**src/rtl/sr_cmd_gen.sv**
```systemverilog
// ---------------------------------------------------------------------------
// sr_cmd_gen
//   Command stage for an SR flip-flop. Two raw, bouncy request lines are
//   synchronized and debounced. Each clean rising edge becomes a sticky
//   request. The requests are then issued as fixed-width s / r pulses that
//   never overlap. A shadow copy of the flip-flop state is kept so that a
//   command which would not change q can be dropped.
//
//   Handshake: there is no valid/ready pair. A request is accepted when its
//   sticky pending flag is set, and it is consumed only in IDLE. One request
//   per channel can be held; repeats of the same request merge into it.
//
// Ports
//   clk       in   rising-edge clock
//   rst_n     in   asynchronous active-low reset
//   set_btn   in   raw asynchronous set request, active high
//   clr_btn   in   raw asynchronous clear request, active high
//   s         out  set command to flip-flop (registered)
//   r         out  reset command to flip-flop (registered)
//   busy      out  high whenever the FSM is not IDLE
//   conflict  out  one-cycle pulse when simultaneous set+clear are dropped
//   q_model   out  shadow of flip-flop q
//   q_valid   out  shadow is known (a command was issued since reset)
// ---------------------------------------------------------------------------
module sr_cmd_gen #(
  parameter int DEBOUNCE = 4,
  parameter int PULSE_W  = 2,
  parameter int GAP      = 2,
  parameter int SUPPRESS = 1
) (
  input  logic clk,
  input  logic rst_n,
  input  logic set_btn,
  input  logic clr_btn,
  output logic s,
  output logic r,
  output logic busy,
  output logic conflict,
  output logic q_model,
  output logic q_valid
);

  localparam int CW   = (DEBOUNCE > 1) ? $clog2(DEBOUNCE) : 1;
  localparam int MAXW = (PULSE_W > GAP) ? PULSE_W : GAP;
  localparam int TW   = $clog2(MAXW + 1);

  typedef enum logic [1:0] {
    S_IDLE    = 2'd0,
    S_DRIVE_S = 2'd1,
    S_DRIVE_R = 2'd2,
    S_GAP     = 2'd3
  } state_t;

  // Channel 0 is set, channel 1 is clear.
  logic [1:0]    raw;
  logic [1:0]    sync1;
  logic [1:0]    sync2;
  logic [1:0]    deb;
  logic [1:0]    deb_d;
  logic [CW-1:0] cnt [2];
  logic [1:0]    rise;

  state_t        state;
  logic [TW-1:0] tcnt;
  logic          set_pend;
  logic          clr_pend;
  logic          take_set;
  logic          take_clr;
  logic          suppress_set;
  logic          suppress_clr;

  assign raw  = {clr_btn, set_btn};
  assign rise = deb & ~deb_d;

  // Synchronizer and debounce. The counter restarts whenever the
  // synchronized level moves. This means only an uninterrupted run that
  // differs from the debounced level can flip it.
  always_ff @(posedge clk or negedge rst_n) begin
    if (!rst_n) begin
      sync1 <= '0;
      sync2 <= '0;
      deb   <= '0;
      deb_d <= '0;
      for (int i = 0; i < 2; i++) cnt[i] <= '0;
    end else begin
      sync1 <= raw;
      sync2 <= sync1;
      deb_d <= deb;
      for (int i = 0; i < 2; i++) begin
        if ((sync1[i] != sync2[i]) || (sync2[i] == deb[i])) begin
          cnt[i] <= '0;
        end else if (cnt[i] == CW'(DEBOUNCE - 1)) begin
          deb[i] <= sync2[i];
          cnt[i] <= '0;
        end else begin
          cnt[i] <= cnt[i] + 1'b1;
        end
      end
    end
  end

  // IDLE consumes every pending flag it sees. When both are set, both are
  // consumed, and they produce a conflict pulse instead of a command.
  always_comb begin
    take_set     = (state == S_IDLE) && set_pend;
    take_clr     = (state == S_IDLE) && clr_pend;
    suppress_set = (SUPPRESS != 0) && q_valid && q_model;
    suppress_clr = (SUPPRESS != 0) && q_valid && !q_model;
  end

  // Pending flags: a new rising edge wins over a consume in the same cycle.
  // This way a request is never lost.
  always_ff @(posedge clk or negedge rst_n) begin
    if (!rst_n) begin
      set_pend <= 1'b0;
      clr_pend <= 1'b0;
    end else begin
      set_pend <= (set_pend && !take_set) || rise[0];
      clr_pend <= (clr_pend && !take_clr) || rise[1];
    end
  end

  // Command FSM with registered outputs and the shadow state.
  always_ff @(posedge clk or negedge rst_n) begin
    if (!rst_n) begin
      state    <= S_IDLE;
      tcnt     <= '0;
      s        <= 1'b0;
      r        <= 1'b0;
      busy     <= 1'b0;
      conflict <= 1'b0;
      q_model  <= 1'b0;
      q_valid  <= 1'b0;
    end else begin
      conflict <= 1'b0;

      // The flip-flop samples s/r on this same edge, so the shadow follows
      // the registered command values.
      if (s) begin
        q_model <= 1'b1;
        q_valid <= 1'b1;
      end else if (r) begin
        q_model <= 1'b0;
        q_valid <= 1'b1;
      end

      case (state)
        S_IDLE: begin
          tcnt <= '0;
          if (set_pend && clr_pend) begin
            conflict <= 1'b1;
          end else if (set_pend) begin
            if (!suppress_set) begin
              state <= S_DRIVE_S;
              s     <= 1'b1;
              busy  <= 1'b1;
            end
          end else if (clr_pend) begin
            if (!suppress_clr) begin
              state <= S_DRIVE_R;
              r     <= 1'b1;
              busy  <= 1'b1;
            end
          end
        end
        S_DRIVE_S, S_DRIVE_R: begin
          if (tcnt == TW'(PULSE_W - 1)) begin
            state <= S_GAP;
            s     <= 1'b0;
            r     <= 1'b0;
            tcnt  <= '0;
          end else begin
            tcnt <= tcnt + 1'b1;
          end
        end
        S_GAP: begin
          if (tcnt == TW'(GAP - 1)) begin
            state <= S_IDLE;
            busy  <= 1'b0;
            tcnt  <= '0;
          end else begin
            tcnt <= tcnt + 1'b1;
          end
        end
        default: begin
          state <= S_IDLE;
          s     <= 1'b0;
          r     <= 1'b0;
          busy  <= 1'b0;
          tcnt  <= '0;
        end
      endcase
    end
  end

endmodule

```
**config.mk**
```make
export PLATFORM = sky130hd
export DESIGN_NAME = sr_cmd_gen
export DESIGN_NICKNAME = d
export VERILOG_FILES = /design/src/rtl/sr_cmd_gen.sv
export SDC_FILE = /design/constraint.sdc
export NUM_CORES = 1
export LEC_CHECK = 0
export BUFFER_PORTS_ARGS = -buffer_cell sky130_fd_sc_hd__clkbuf_2
export CAP_MARGIN = 25
export CORE_MARGIN = 2
export CORE_UTILIZATION = 44
export DETAILED_ROUTE_END_ITERATION = 8
export PLACE_DENSITY = 0.73
export RECOVER_POWER = 100
export SETUP_SLACK_MARGIN = 0.2
export SLEW_MARGIN = 20
export SYNTH_ARGS = -nofsm -noshare
export SYNTH_HDL_FRONTEND = slang
export SYNTH_SLANG_ARGS = --single-unit
```
**constraint.sdc**
```tcl
create_clock -name clk -period 2.85 [get_ports clk]
set_input_delay 0.285 -clock clk [delete_from_list [all_inputs] [get_ports clk]]
set_output_delay 0.285 -clock clk [all_outputs]
set_load 0.01 [all_outputs]
```
==> impl_metrics.yaml <==
logic_synthesis:
  synth_xor_xnor_area_share: 0
  ys_seq_area_frac: 0.565
  ys_types: 30
  synth-seq-cells: 24
  yosys.area_share.simple: 0.178
  postSynthAreaPerCell_um2: 11.1
  synthMuxAreaShare: 0.0377
  syn_inst: 96
  synth_area_leaders: "dfrtp_1 57%, ha_1 5.9%, mux2i_1 3.8%"
  syn-cell-area_um2: 1060
  synthAdderAreaFrac: 0.0589
  synth_top_area_frac: 0.565
  ys.warnings.count: 0
  synth_top_family_by_area: "simple AND/OR/NAND/NOR gates"
  synth_compound_area_frac: 0.117
  synth_fp_nets: 105
  yosysTopAreaCell: "dfrtp_1"
global_routing:
  grt_pass1_vias: 647
  grtUsageTotal: 0.140
  busiest_layer: "met2"
  use_met2: 0.227
  overflow: 0
  grt_max_degree: 25
  grt_pass1_wl_mm: 2.76
  use_met1: 0.160
  grt_util_met3: 0.0508
  antenna_found_initial: 0
clocking:
  clock_latency_ps: 320
  clockBufferDepth: 2
  ctsResizeCount: 0
  cts-htree-levels: 1
  cts_tree: "yes"
  clock_sinks: 24
  cts_root_buf: "clkbuf_4"
  clk_pin_slew_worst_paths_ps: 130
  cts_buffers: 3
routing:
  drc: 0
  first_iter_violations: 9
  avgRoutedWirePerCell_um: 11.7
  first_pass_iters: 4
  vias: 707
  ant_nets: 0
  viasPerCell: 5.20
  routed_wl_mm: 1.60
pwr:
  ir_drop_mv: 0.421
  power_density_nw_per_um2: 874
  leakage_uw: 0.000548
critical_path:
  cp_slowest_cell: "dfrtp_1"
  critPathTopFamily: "flip-flops"
  crit_type: "flip-flop to flip-flop"
  required_ps: 3100
  endpoint_kind: "flip-flop"
  start_kind: "flip-flop"
  path_cells: "inv_1 -> ha_1 -> o221ai_1 -> o21ai_0 -> mux2i_1"
  crit_fanout: 11
  slowest_delay_ps: 400
  critPathBufInv: 1
  critPathArrivalTime_ps: 1830
sta:
  rsz0062_at_grt: "no"
  fin_crit_sh: 0.554
  tns_ps: 0
  setup_viol: 0
  worst_slack_ps: 1270
  layout_min_cycle_time_ps: 1580
  slew_viol_final: 0
  worstMarginPinSlew_ps: 1230
  relSlewSlack: 0.180
  fin_skew_ps: 4.00
  fmax_ghz: 0.633
  hold_viol_final: 0
placement:
  io_buffer_count: 9
  dp.final_hpwl_mm: 1.12
  globalplace.congestion: 0.742
  place_ws_ps: 1340
status:
  status: "finished clean"
hold_path:
  hp-class: "input pin to flip-flop"
floorplan:
  num_rows: 17
  die_x_um: 53.1
  initial_core_util: 0.471
  die_h_um: 53.1
  die-area_um2: 2820
  pin_count: 10
  core_area_um2: 2250
layout:
  layout-drive-gt1-share: 0.0833
  areaGrowthSynthToFinish_pct: 10.1
  antenna_cells: 0
  finalNetCount: 118
  fin_util: 0.519
flow_run:
  drv_cap: 0
## cells in the mapped netlist
cell      instances
a21oi_1           6
and3_1            2
o21ai_2           1
mux2i_1           4
o31ai_1           1
o211ai_1          1
o221ai_2          1
inv_1             8
nand2_1           4
nor2b_2           1
a21o_1            1
nand2b_4          1
and3_2            1
and2b_1           2
nand4b_1          1
nor2_1            8
nor2b_1           2
and2_1            2
o21ai_0           4
nor3_1            2
o22ai_1           2
o21ai_1           3
nand4_1           1
dfrtp_1          24
or3_1             1
ha_1              5
nand2b_1          4
buf_6             1
nand3_1           1
buf_2             1
## flip-flops by register name, summed over array words and instances (netlist names), 2 cells and up
register	flops
cnt	4
deb	2
deb_d	2
state	2
sync1	2
sync2	2
tcnt	2
## power breakdown
| group | internal [uW] | total [uW] | switching (uW) |
|---|---|---|---|
| Sequential | 398 | 443 | 45.7 |
| Clock | 142 | 244 | 102 |
| Combinational | 142 | 335 | 194 |
## kinds of logic after synthesis
family	count (synthesis)
and+or+nand+nor	33
buffers and inverters	10
DFF	24
AOI/OAI and AO/OA	20
muxes	4
adders and majority gates	5
## metal layers
metal / part of all wire / up-vias
met5: 0 / -
met4: 0.024 / 0
met3: 0.051 / 5
met2: 0.47 / 14
met1: 0.45 / 336
li1: - / 352
## per-stage QoR
step                      cell area [um2]  total power (uW)  cells  hold WS [ps]
after CTS                            1190              1060    136          45.7
after detailed placement             1130               810    131           313
after global placement               1130               799    131           299
after global routing                 1170              1100    136          24.4
after floorplan                      1060               720     96         -10.6
final                                1170              1020    136          56.9
## cell usage in the layout, fill, tap and decap left out, drive strengths merged, types with 2 or more instances in the layout
cell | netlist | routed
dfrtp | 24 | 24
clkbuf | 0 | 12
inv | 8 | 8
nor2 | 8 | 8
o21ai | 8 | 8
a21oi | 6 | 6
ha | 5 | 5
nand2b | 5 | 5
mux2i | 4 | 4
nand2 | 4 | 4
and3 | 3 | 3
nor2b | 3 | 3
nor3 | 2 | 2
o22ai | 2 | 2
and2b | 2 | 2
and2 | 2 | 2
## cell type report
| cell class | instances | area [um2] |
|---|---|---|
| Multi-Input combinational cell | 62 | 405 |
| Sequential cell | 24 | 601 |
| Timing Repair Buffer | 10 | 46.3 |
| Tap cell | 28 | 35.0 |
| Fill cell | 209 | 1080 |
| Inverter | 8 | 30.0 |
| Clock buffer | 3 | 22.5 |
| Clock inverter | 1 | 30.0 |
## worst paths after layout
kind	start	endpoint	slack (ps)	cells after the start
max in group asynchronous	rst_n	cnt[2]	1400	2
worst min-delay path	clr_btn	sync1[1]	60	1
worst max-delay path	state[0]	state[1]	1270	5
min in group asynchronous	rst_n	q_model	730	2
worst max register to register	state[0]	state[1]	1270	5
worst min register to register	sync1[1]	sync2[1]	440	0
## repair_timing
action / in CTS / in global routing
hold endpoints to repair: 24 / 0
hold buffers: 1 / 0
setup buffers: 0 / 0
(Power assumes the default switching activity.)
